==> config.mk <==
export PLATFORM = sky130hd
export DESIGN_NAME = mc_datapath
export DESIGN_NICKNAME = d
export VERILOG_FILES = /design/src/rtl/mc_datapath.sv
export SDC_FILE = /design/constraint.sdc
export NUM_CORES = 1
export LEC_CHECK = 0
export ABC_AREA = 1
export BUFFER_PORTS_ARGS = -buffer_cell sky130_fd_sc_hd__buf_2
export CAP_MARGIN = 20
export CORE_MARGIN = 2
export CORE_UTILIZATION = 55
export DETAILED_ROUTE_END_ITERATION = 6
export PLACE_DENSITY = 0.73
export SLEW_MARGIN = 30
export SYNTH_ARGS = -nofsm -noshare
export SYNTH_HDL_FRONTEND = slang
export SYNTH_SLANG_ARGS = --single-unit
==> constraint.sdc <==
create_clock -name clk -period 3.1 [get_ports clk]
set_input_delay 0.155 -clock clk [delete_from_list [all_inputs] [get_ports clk]]
set_output_delay 0.155 -clock clk [all_outputs]
set_load 0.02 [all_outputs]
==> src/rtl/mc_datapath.sv <==
// Multicycle datapath: PC, 8-entry register file, ALU and control FSM sharing
// one request/ready memory port for instruction fetch and data access.
module mc_datapath #(
    parameter int unsigned DATA_W = 16,
    parameter int unsigned PC_W   = 8,
    parameter int unsigned CNT_W  = 16
) (
    input  logic              clk,
    input  logic              reset,
    output logic              mem_req,
    output logic              mem_we,
    output logic [PC_W-1:0]   mem_addr,
    output logic [DATA_W-1:0] mem_wdata,
    input  logic [DATA_W-1:0] mem_rdata,
    input  logic              mem_ready,
    output logic [PC_W-1:0]   pc,
    output logic              halted,
    output logic [CNT_W-1:0]  retired,
    input  logic [2:0]        dbg_sel,
    output logic [DATA_W-1:0] dbg_data
);
    typedef enum logic [2:0] {
        S_START, S_FETCH, S_DECODE, S_EXEC, S_MEM, S_WB, S_HALT
    } state_t;

    typedef enum logic [3:0] {
        OP_ADD  = 4'd0, OP_SUB = 4'd1, OP_AND = 4'd2, OP_OR = 4'd3,
        OP_SLT  = 4'd4, OP_ADDI = 4'd5, OP_LW = 4'd6, OP_SW = 4'd7,
        OP_BEQ  = 4'd8, OP_J = 4'd9, OP_HALT = 4'd15
    } opcode_t;

    state_t              state_q, state_d;
    logic [PC_W-1:0]     pc_q, pc_d;
    logic [15:0]         ir_q, ir_d;
    logic [DATA_W-1:0]   a_q, a_d, b_q, b_d, s_q, s_d;
    logic [DATA_W-1:0]   alu_q, alu_d, mdr_q, mdr_d;
    logic [DATA_W-1:0]   regs_q [8];
    logic [DATA_W-1:0]   regs_d [8];
    logic [CNT_W-1:0]    retired_q, retired_d;
    logic                halted_q, halted_d;
    logic                mem_req_q, mem_req_d;
    logic                mem_we_q, mem_we_d;
    logic [PC_W-1:0]     mem_addr_q, mem_addr_d;
    logic [DATA_W-1:0]   mem_wdata_q, mem_wdata_d;

    logic [3:0]          op;
    logic [2:0]          ra, rb, rc;
    logic [DATA_W-1:0]   imm_ext, ea;
    logic [PC_W-1:0]     br_target;
    logic                enter_fetch, retire;

    always_comb begin
        state_d     = state_q;
        pc_d        = pc_q;
        ir_d        = ir_q;
        a_d         = a_q;
        b_d         = b_q;
        s_d         = s_q;
        alu_d       = alu_q;
        mdr_d       = mdr_q;
        regs_d      = regs_q;
        retired_d   = retired_q;
        halted_d    = halted_q;
        mem_req_d   = mem_req_q;
        mem_we_d    = mem_we_q;
        mem_addr_d  = mem_addr_q;
        mem_wdata_d = mem_wdata_q;
        enter_fetch = 1'b0;
        retire      = 1'b0;

        op        = ir_q[15:12];
        ra        = ir_q[11:9];
        rb        = ir_q[8:6];
        rc        = ir_q[5:3];
        imm_ext   = {{(DATA_W-6){ir_q[5]}}, ir_q[5:0]};
        ea        = a_q + imm_ext;
        // pc_q already holds the fetched address + 2 by EXEC
        br_target = pc_q + {imm_ext[PC_W-2:0], 1'b0};

        case (state_q)
            S_START: enter_fetch = 1'b1;
            S_FETCH: begin
                if (mem_ready) begin
                    ir_d      = mem_rdata[15:0];
                    pc_d      = pc_q + PC_W'(2);
                    mem_req_d = 1'b0;
                    state_d   = S_DECODE;
                end
            end
            S_DECODE: begin
                a_d     = (op == OP_BEQ) ? regs_q[ra] : regs_q[rb];
                b_d     = (op == OP_BEQ) ? regs_q[rb] : regs_q[rc];
                s_d     = regs_q[ra];
                state_d = S_EXEC;
            end
            S_EXEC: begin
                case (op)
                    OP_ADD:  begin alu_d = a_q + b_q; state_d = S_WB; end
                    OP_SUB:  begin alu_d = a_q - b_q; state_d = S_WB; end
                    OP_AND:  begin alu_d = a_q & b_q; state_d = S_WB; end
                    OP_OR:   begin alu_d = a_q | b_q; state_d = S_WB; end
                    OP_SLT: begin
                        alu_d   = {{(DATA_W-1){1'b0}}, $signed(a_q) < $signed(b_q)};
                        state_d = S_WB;
                    end
                    OP_ADDI: begin alu_d = ea; state_d = S_WB; end
                    OP_LW, OP_SW: begin
                        alu_d       = ea;
                        state_d     = S_MEM;
                        mem_req_d   = 1'b1;
                        mem_we_d    = (op == OP_SW);
                        mem_addr_d  = ea[PC_W-1:0];
                        mem_wdata_d = s_q;
                    end
                    OP_BEQ: begin
                        if (a_q == b_q) pc_d = br_target;
                        retire      = 1'b1;
                        enter_fetch = 1'b1;
                    end
                    OP_J: begin
                        pc_d        = {ir_q[PC_W-2:0], 1'b0};
                        retire      = 1'b1;
                        enter_fetch = 1'b1;
                    end
                    OP_HALT: begin
                        state_d  = S_HALT;
                        halted_d = 1'b1;
                    end
                    default: begin
                        retire      = 1'b1;
                        enter_fetch = 1'b1;
                    end
                endcase
            end
            S_MEM: begin
                if (mem_ready) begin
                    mem_req_d = 1'b0;
                    mem_we_d  = 1'b0;
                    if (op == OP_LW) begin
                        mdr_d   = mem_rdata;
                        state_d = S_WB;
                    end else begin
                        retire      = 1'b1;
                        enter_fetch = 1'b1;
                    end
                end
            end
            S_WB: begin
                regs_d[ra]  = (op == OP_LW) ? mdr_q : alu_q;
                retire      = 1'b1;
                enter_fetch = 1'b1;
            end
            S_HALT: ;
            default: state_d = S_START;
        endcase

        if (enter_fetch) begin
            state_d    = S_FETCH;
            mem_req_d  = 1'b1;
            mem_we_d   = 1'b0;
            mem_addr_d = pc_d;
        end
        if (retire) retired_d = retired_q + CNT_W'(1);
    end

    always_ff @(posedge clk or negedge reset) begin
        if (!reset) begin
            state_q     <= S_START;
            pc_q        <= '0;
            ir_q        <= '0;
            a_q         <= '0;
            b_q         <= '0;
            s_q         <= '0;
            alu_q       <= '0;
            mdr_q       <= '0;
            regs_q      <= '{default: '0};
            retired_q   <= '0;
            halted_q    <= 1'b0;
            mem_req_q   <= 1'b0;
            mem_we_q    <= 1'b0;
            mem_addr_q  <= '0;
            mem_wdata_q <= '0;
        end else begin
            state_q     <= state_d;
            pc_q        <= pc_d;
            ir_q        <= ir_d;
            a_q         <= a_d;
            b_q         <= b_d;
            s_q         <= s_d;
            alu_q       <= alu_d;
            mdr_q       <= mdr_d;
            regs_q      <= regs_d;
            retired_q   <= retired_d;
            halted_q    <= halted_d;
            mem_req_q   <= mem_req_d;
            mem_we_q    <= mem_we_d;
            mem_addr_q  <= mem_addr_d;
            mem_wdata_q <= mem_wdata_d;
        end
    end

    assign mem_req   = mem_req_q;
    assign mem_we    = mem_we_q;
    assign mem_addr  = mem_addr_q;
    assign mem_wdata = mem_wdata_q;
    assign pc        = pc_q;
    assign halted    = halted_q;
    assign retired   = retired_q;
    assign dbg_data  = regs_q[dbg_sel];
endmodule

==> impl_results.md, run 1 <==
* Outcome: finished, final reports clean
* Required @ worst endpoint at 3.52 ns
* Iter 0 DRT Violations at 2412
* Fin Hold WS at 0.105 ns
* Antenna viol nets, final at 0
* Clk sinks at approximately 280
* Worst Setup End Kind: flop
* Worst-case vdd ir drop at 678 uV
* Die height at 191 um
* Crit path arrival time at about 3.3 ns
* CP max FO at 9
* GRT Util Overall at 0.400
* Inserted Diodes at 0
* Fin. max-slew vios at 0
* Die area at 0.0364 mm^2
* Die width at 191 um
* Starting density of the core at 0.557
* I/O Pins at 89
* Max-cap violations at 0
* Post-synthesis sequential area ratio at 0.363
* Syn Area/Cell at 6.80 um^2
* Final period utilization at 0.933
* Global-route wire length before repair at 111 mm
* Mapped Nets at around 2900
* Htree depth at 2
* Post-synth top area share at 0.363
* Worst rel slew slack at 0.363
* Total grt overflow at 0
* Predominant post-synthesis flop cell: dfrtp_1
* DRC Markers at 0
* CTS tree: built
* Static Leak at 10.4 nW
* CP max stage cell: ha_1
* Worst-Margin Slew at 0.928 ns
* Largest net degree at the start of global routing at 95
* Layout Nets at slightly below 3000
* Unique masters post-synth at 52
* RePlAce Congestion at roughly 1
* RSZ-0062 raised after global routing: false
* Synth async-reset ratio at 1.00
* Worst-path clk slew at 0.07 ns
* Post-Syn Instances at approximately 2800
* EDFF count, synth at 0
* Row count at 68
* Deepest clock path buffer count at 3
* Synth Warn # at 0
* Yosys top cell by area: dfrtp_1
* Layout Skew at 0.0169 ns
* Critical path, cell by cell: inv_1 > ha_1 > nor2_1 > nand2_1 > nor2_1 > nand2_2 > nor2_1 > nand2_1 > nand3_1 > o221ai_1 > nand2_1 > nand2_1
* Count of state elements after synthesis at 278
* Initial antenna violation count at 1
* Setup TNS at 0 ns
* Total CTS buffers at 34
* Pwr/cell area at 1110 mW/mm^2
* Clk_lat worst skew at roughly 0.55 ns
* Synth Cell Area at 0.0192 mm^2
* Final setup fails at 0
* Share of cells above drive strength 1 at 0.0909
* Critical path's largest stage delay at roughly 0.44 ns
* Wire length per cell at 21.5 um
* Tmin final at 2.89 ns
* Cts repair resizes at 0
* Vias in the first global route at 19000
* Most common cell after layout, fill and taps aside: nand2_1
* Routed Wire Length at 72.2 mm
* Area Growth Syn to Fin at 11.8%
* Hpwl dp at just over 50 mm
* I/O Buffers at 88
* Most frequent cells in the layout: nand2_1 (749), o21ai_0 (462), inv_1 (292), dfrtp_1 (274), a21oi_1 (207)
* Startpoint types: flop
* Avg Vias per Cell at 6.08
* Vias at 20400
* Final hold viol count at 0
* CP most frequent cell: nand2_1
* Core Area at about 0.034 mm^2
* Top cells by area, synth: dfrtp_1 (36%), nand2_1 (15%), o21ai_0 (12%)
* Root Buffer: clkbuf_16
* F_max at ~350 MHz
* Hold Crit Class: input pin to flop
* Fillers at about 3200
* Pre-Repair DR Iteration Count at 6
* Crit Path Category: flop to flop
final cells by class:
class,instances,area (um^2),share of cell area
tap,455,569,0.0265
clock buffer,49,968,0.0451
timing repair buffer,181,1270,0.0590
clock inverter,9,76.3,0.00356
inverter,311,1180,0.0549
multi-input combinational,2077,10400,0.486
sequential,278,6960,0.325
registers in the layout, indices dropped and copies added (netlist names):
| name | flops |
|---|---|
| mem_wdata | 16 |
| mem_req | 1 |
| regs_q | 128 |
| ir_q | 16 |
| mem_addr | 8 |
| a_q | 16 |
| s_q | 16 |
| retired | 16 |
| alu_q | 16 |
| pc | 8 |
| b_q | 16 |
| mdr_q | 16 |
| mem_we | 1 |
| halted | 1 |
| state_q | 3 |
repair_timing:
| action | 4_1_cts | 5_1_grt |
|---|---|---|
| hold endpoints to repair | 120 | 0 |
| hold buffers | 17 | 0 |
| setup buffers | 0 | 0 |
| setup endpoints to repair | 0 | 0 |
Yosys cell counts (10+ instances only):
master    number
nor3_1        18
a221oi_1      10
inv_2         12
o211ai_1      27
clkbuf_1     119
ha_1          71
o22ai_1       35
nor2_1       147
buf_2         27
inv_1        292
dfrtp_1      278
a31oi_1       17
a21oi_1      207
nand4_1       19
o21ai_1       39
nand3_1      161
nand2_1      749
o21ai_0      462
xor2_1        20
through the flow:
stage          area [um^2]   util  cells  power (W)  worst slack (ns)
4_1_cts              21500  0.623   3360     0.0234             0.262
2_1_floorplan        19200      -   2822     0.0148              1.11
3_3_place_gp         20200  0.587   3285     0.0193             0.342
3_5_place_dp         20200  0.587   3285     0.0195             0.284
5_1_grt              21500  0.623   3360     0.0255            0.0680
6_report             21500  0.623   3360     0.0239             0.208
per-layer routing:
layer,GRT usage,up-vias,wire (um)
met4,0.198,2,3880
met3,0.0745,230,7050
met5,0,-,13
li1,-,9452,-
met2,0.628,1216,32100
met1,0.529,9535,29100
worst max-delay path: cells and delay by family (launching register included):
kind	cells	cell delay (ns)
and+or+nand+nor	9	1.66
adders and majority gates	1	0.44
DFF	1	0.41
AOI/OAI and AO/OA	1	0.17
buffers and inverters	1	0.08
report_power, final:
group	switching, W	total, W	internal, W
registers	0.00140	0.00633	0.00494
clock network	0.00163	0.00388	0.00225
logic	0.00949	0.0136	0.00416
total	0.0125	0.0239	0.0113
cells by family after synthesis:
family / synth area share
xor gates and xnor gates: 0.0132
buffers and inverters: 0.0937
adders and majority gates: 0.0505
and+or+nand+nor: 0.251
muxes: 0.00385
DFF: 0.363
AOI/OAI and AO/OA: 0.225
final timing paths:
path / cells after the start / slack (ns) / end / startpoint
worst max-delay path: 12 / 0.21 / mem_addr[5] / a_q[8]
worst min-delay path: 4 / 0.10 / pc[3] / mem_ready
worst max register to register: 12 / 0.21 / mem_addr[5] / a_q[8]
worst min register to register: 2 / 0.47 / mem_wdata[5] / mem_wdata[5]
max in group asynchronous: 3 / 1.92 / regs_q[43] / reset
min in group asynchronous: 2 / 0.25 / state_q[0] / reset
No activity file was read; power rests on OpenSTA's default activity.
==> inputs of run 2 (changes only) <==
- CORE_UTILIZATION: 55 -> 50
- PLACE_DENSITY: 0.73 -> 0.67
==> run 2 against run 1 <==
Clock skew increased by 0.0095 ns; fmax down 1.7%; cell count increased by 1.6%; critical path type unchanged; die area grew 9.8%; largest cell class unchanged; critical path depth is the same; combinational power about the same; sequential power barely moved.
==> impl_results.md, run 2 (same netlist as run 1, synthesis figures left out) <==
* Tmin final at 2.94 ns (+0.0513 ns)
* Final setup fails at 0 (unchanged)
* Antenna viol nets, final at 0 (unchanged)
* Clk_lat worst skew at 0.55 ns (about the same)
* Fillers at 3664 (+14%)
* Routed Wire Length at 74.2 mm (+2.9%)
* Startpoint types: flop
* Area Growth Syn to Fin at 12.8%
* Core Area at 0.0378 mm^2 (+9.6%)
* Final hold viol count at 0 (unchanged)
* Setup TNS at 0 ns (unchanged)
* Hold Crit Class: input pin to flop
* Avg Vias per Cell at 6.03 (-0.91%)
* Initial antenna violation count at 1 (unchanged)
* Htree depth at 2 (unchanged)
* Pre-Repair DR Iteration Count at 6 (unchanged)
* Outcome: finished, final reports clean
* Layout Skew at 0.0264 ns (+0.00950 ns)
* CTS tree: built
* Die height at 200 um (+4.8%)
* Largest net degree at the start of global routing at 100 (+5.3%)
* F_max at 340 MHz (-1.7%)
* CP max FO at 10 (+1)
* Layout Nets at 2979 (-0.034%)
* Total CTS buffers at 34 (unchanged)
* Crit path arrival time at 3.38 ns (+0.07 ns)
* Crit Path Category: flop to flop
* Final critical-path setup slack at 0.156 ns (-0.0513 ns)
* Static Leak at 10.4 nW (+0.26%)
* Post-CTS Setup Bufs at 0 (unchanged)
* Design area at 0.0216 mm^2 (+0.84%)
* Die area at 0.0399 mm^2 (+9.8%)
* Vias in the first global route at 18900 (-0.21%)
* Die width at 200 um (+4.8%)
* Root Buffer: clkbuf_16
* GRT Util Overall at 0.378 (-0.0221)
* Fin. max-slew vios at 0 (unchanged)
* Vias at 20600 (+0.71%)
* I/O Pins at 89 (unchanged)
* Worst-path clk slew at 0.06 ns (about the same)
* Row count at 71 (+4.4%)
* Largest register FFs at 128 (unchanged)
* I/O Buffers at 88 (unchanged)
* Starting density of the core at 0.508 (-0.0486)
* RePlAce Congestion at 0.964 (-3.4%)
* Required @ worst endpoint at 3.53 ns (about the same)
* Pre-CTS setup slack at 0.167 ns (-0.117 ns)
* Wire length per cell at 21.7 um (+1.2%)
* Worst-case vdd ir drop at 513 uV (-24%)
* Worst-Margin Slew at 1.01 ns (+0.0848 ns)
* Clk sinks at 278 (unchanged)
* Hpwl dp at 52.7 mm (+2.2%)
* Max-cap violations at 0 (unchanged)
* Global-route wire length before repair at 114 mm (+2.4%)
* RSZ-0062 raised after global routing: false
* Worst Setup End Kind: flop
* Iter 0 DRT Violations at 2701 (+12%)
* Worst rel slew slack at 0.320 (-0.0434)
* Most frequent cells in the layout: nand2_1 (749), o21ai_0 (461), inv_1 (292), dfrtp_1 (274), a21oi_1 (207)
* DRC Markers at 0 (unchanged)
* Deepest clock path buffer count at 3 (unchanged)
* Largest register by flop count: regs_q
* Pwr/cell area at 1120 mW/mm^2 (+0.45%)
* Total grt overflow at 0 (unchanged)
* Final period utilization at 0.950 (+0.0165)
* Share of cells above drive strength 1 at 0.0913 (+0.000407)
* DP Area at 0.0204 mm^2 (+0.68%)
* Most common cell after layout, fill and taps aside: nand2_1
## run 2: path summary, 6_finish.rpt
path	startpoint	end	slack (ns)	cells after the start
worst max-delay path	a_q[13]	mem_addr[2]	0.16	12
worst min-delay path	mem_ready	pc[1]	0.10	4
worst max register to register	a_q[13]	mem_addr[2]	0.16	12
worst min register to register	mem_wdata[11]	mem_wdata[11]	0.47	2
max in group asynchronous	reset	ir_q[3]	1.89	3
min in group asynchronous	reset	retired[11]	0.29	2
## run 2: area by class of cell
class,count,area (um^2),share of cell area
Sequential cell,278,6960,0.322
Timing Repair Buffer,180,1330,0.0617
Multi-Input combinational cell,2077,10400,0.482
Antenna cell,1,2.50,0.000116
Clock buffer,48,975,0.0451
Clock inverter,9,108,0.00497
Tap cell,511,639,0.0296
Inverter,311,1180,0.0544
## run 2: repair_timing
| action | in CTS | in global routing |
|---|---|---|
| resized for setup | 0 | 2 |
| endpoints found under the hold margin | 125 | 0 |
| hold buffers | 17 | 0 |
| setup endpoints to repair | 0 | 8 |
## run 2: power by group
group / total (W) / internal (W) / switching [W] / leakage (nW)
registers: 0.00636 / 0.00494 / 0.00142 / 3.68
clock network: 0.00397 / 0.00235 / 0.00162 / 0.526
logic: 0.0138 / 0.00425 / 0.00959 / 6.22
total: 0.0242 / 0.0115 / 0.0126 / 10.4
## run 2: per-layer routing
metal | wire length, um | global-route usage
met1 | 32100 | 0.544
met2 | 31300 | 0.559
met3 | 7970 | 0.0739
met4 | 2860 | 0.148
met5 | 10 | 0
## run 2: per-stage QoR
step / hold WS [ns] / total power, W / std cells / utilization
after floorplan: -0.141 / 0.0148 / 2822 / -
after global placement: 0.267 / 0.0195 / 3340 / 0.540
after detailed placement: 0.269 / 0.0197 / 3340 / 0.540
after CTS: 0.0848 / 0.0237 / 3414 / 0.573
after global routing: 0.153 / 0.0259 / 3414 / 0.573
final: 0.101 / 0.0242 / 3415 / 0.573
## run 2: worst max-delay path, stage by stage, from the launching register on
cell      delay (ns)
dfrtp_1         0.59
inv_1           0.25
ha_1            0.51
nor2_1          0.22
nand3_1         0.15
nor2_2          0.25
nand2_2         0.21
clkinv_1        0.15
nor2_1          0.05
o21ai_1         0.20
nand2_1         0.08
nand3_1         0.07
nand3_1         0.07
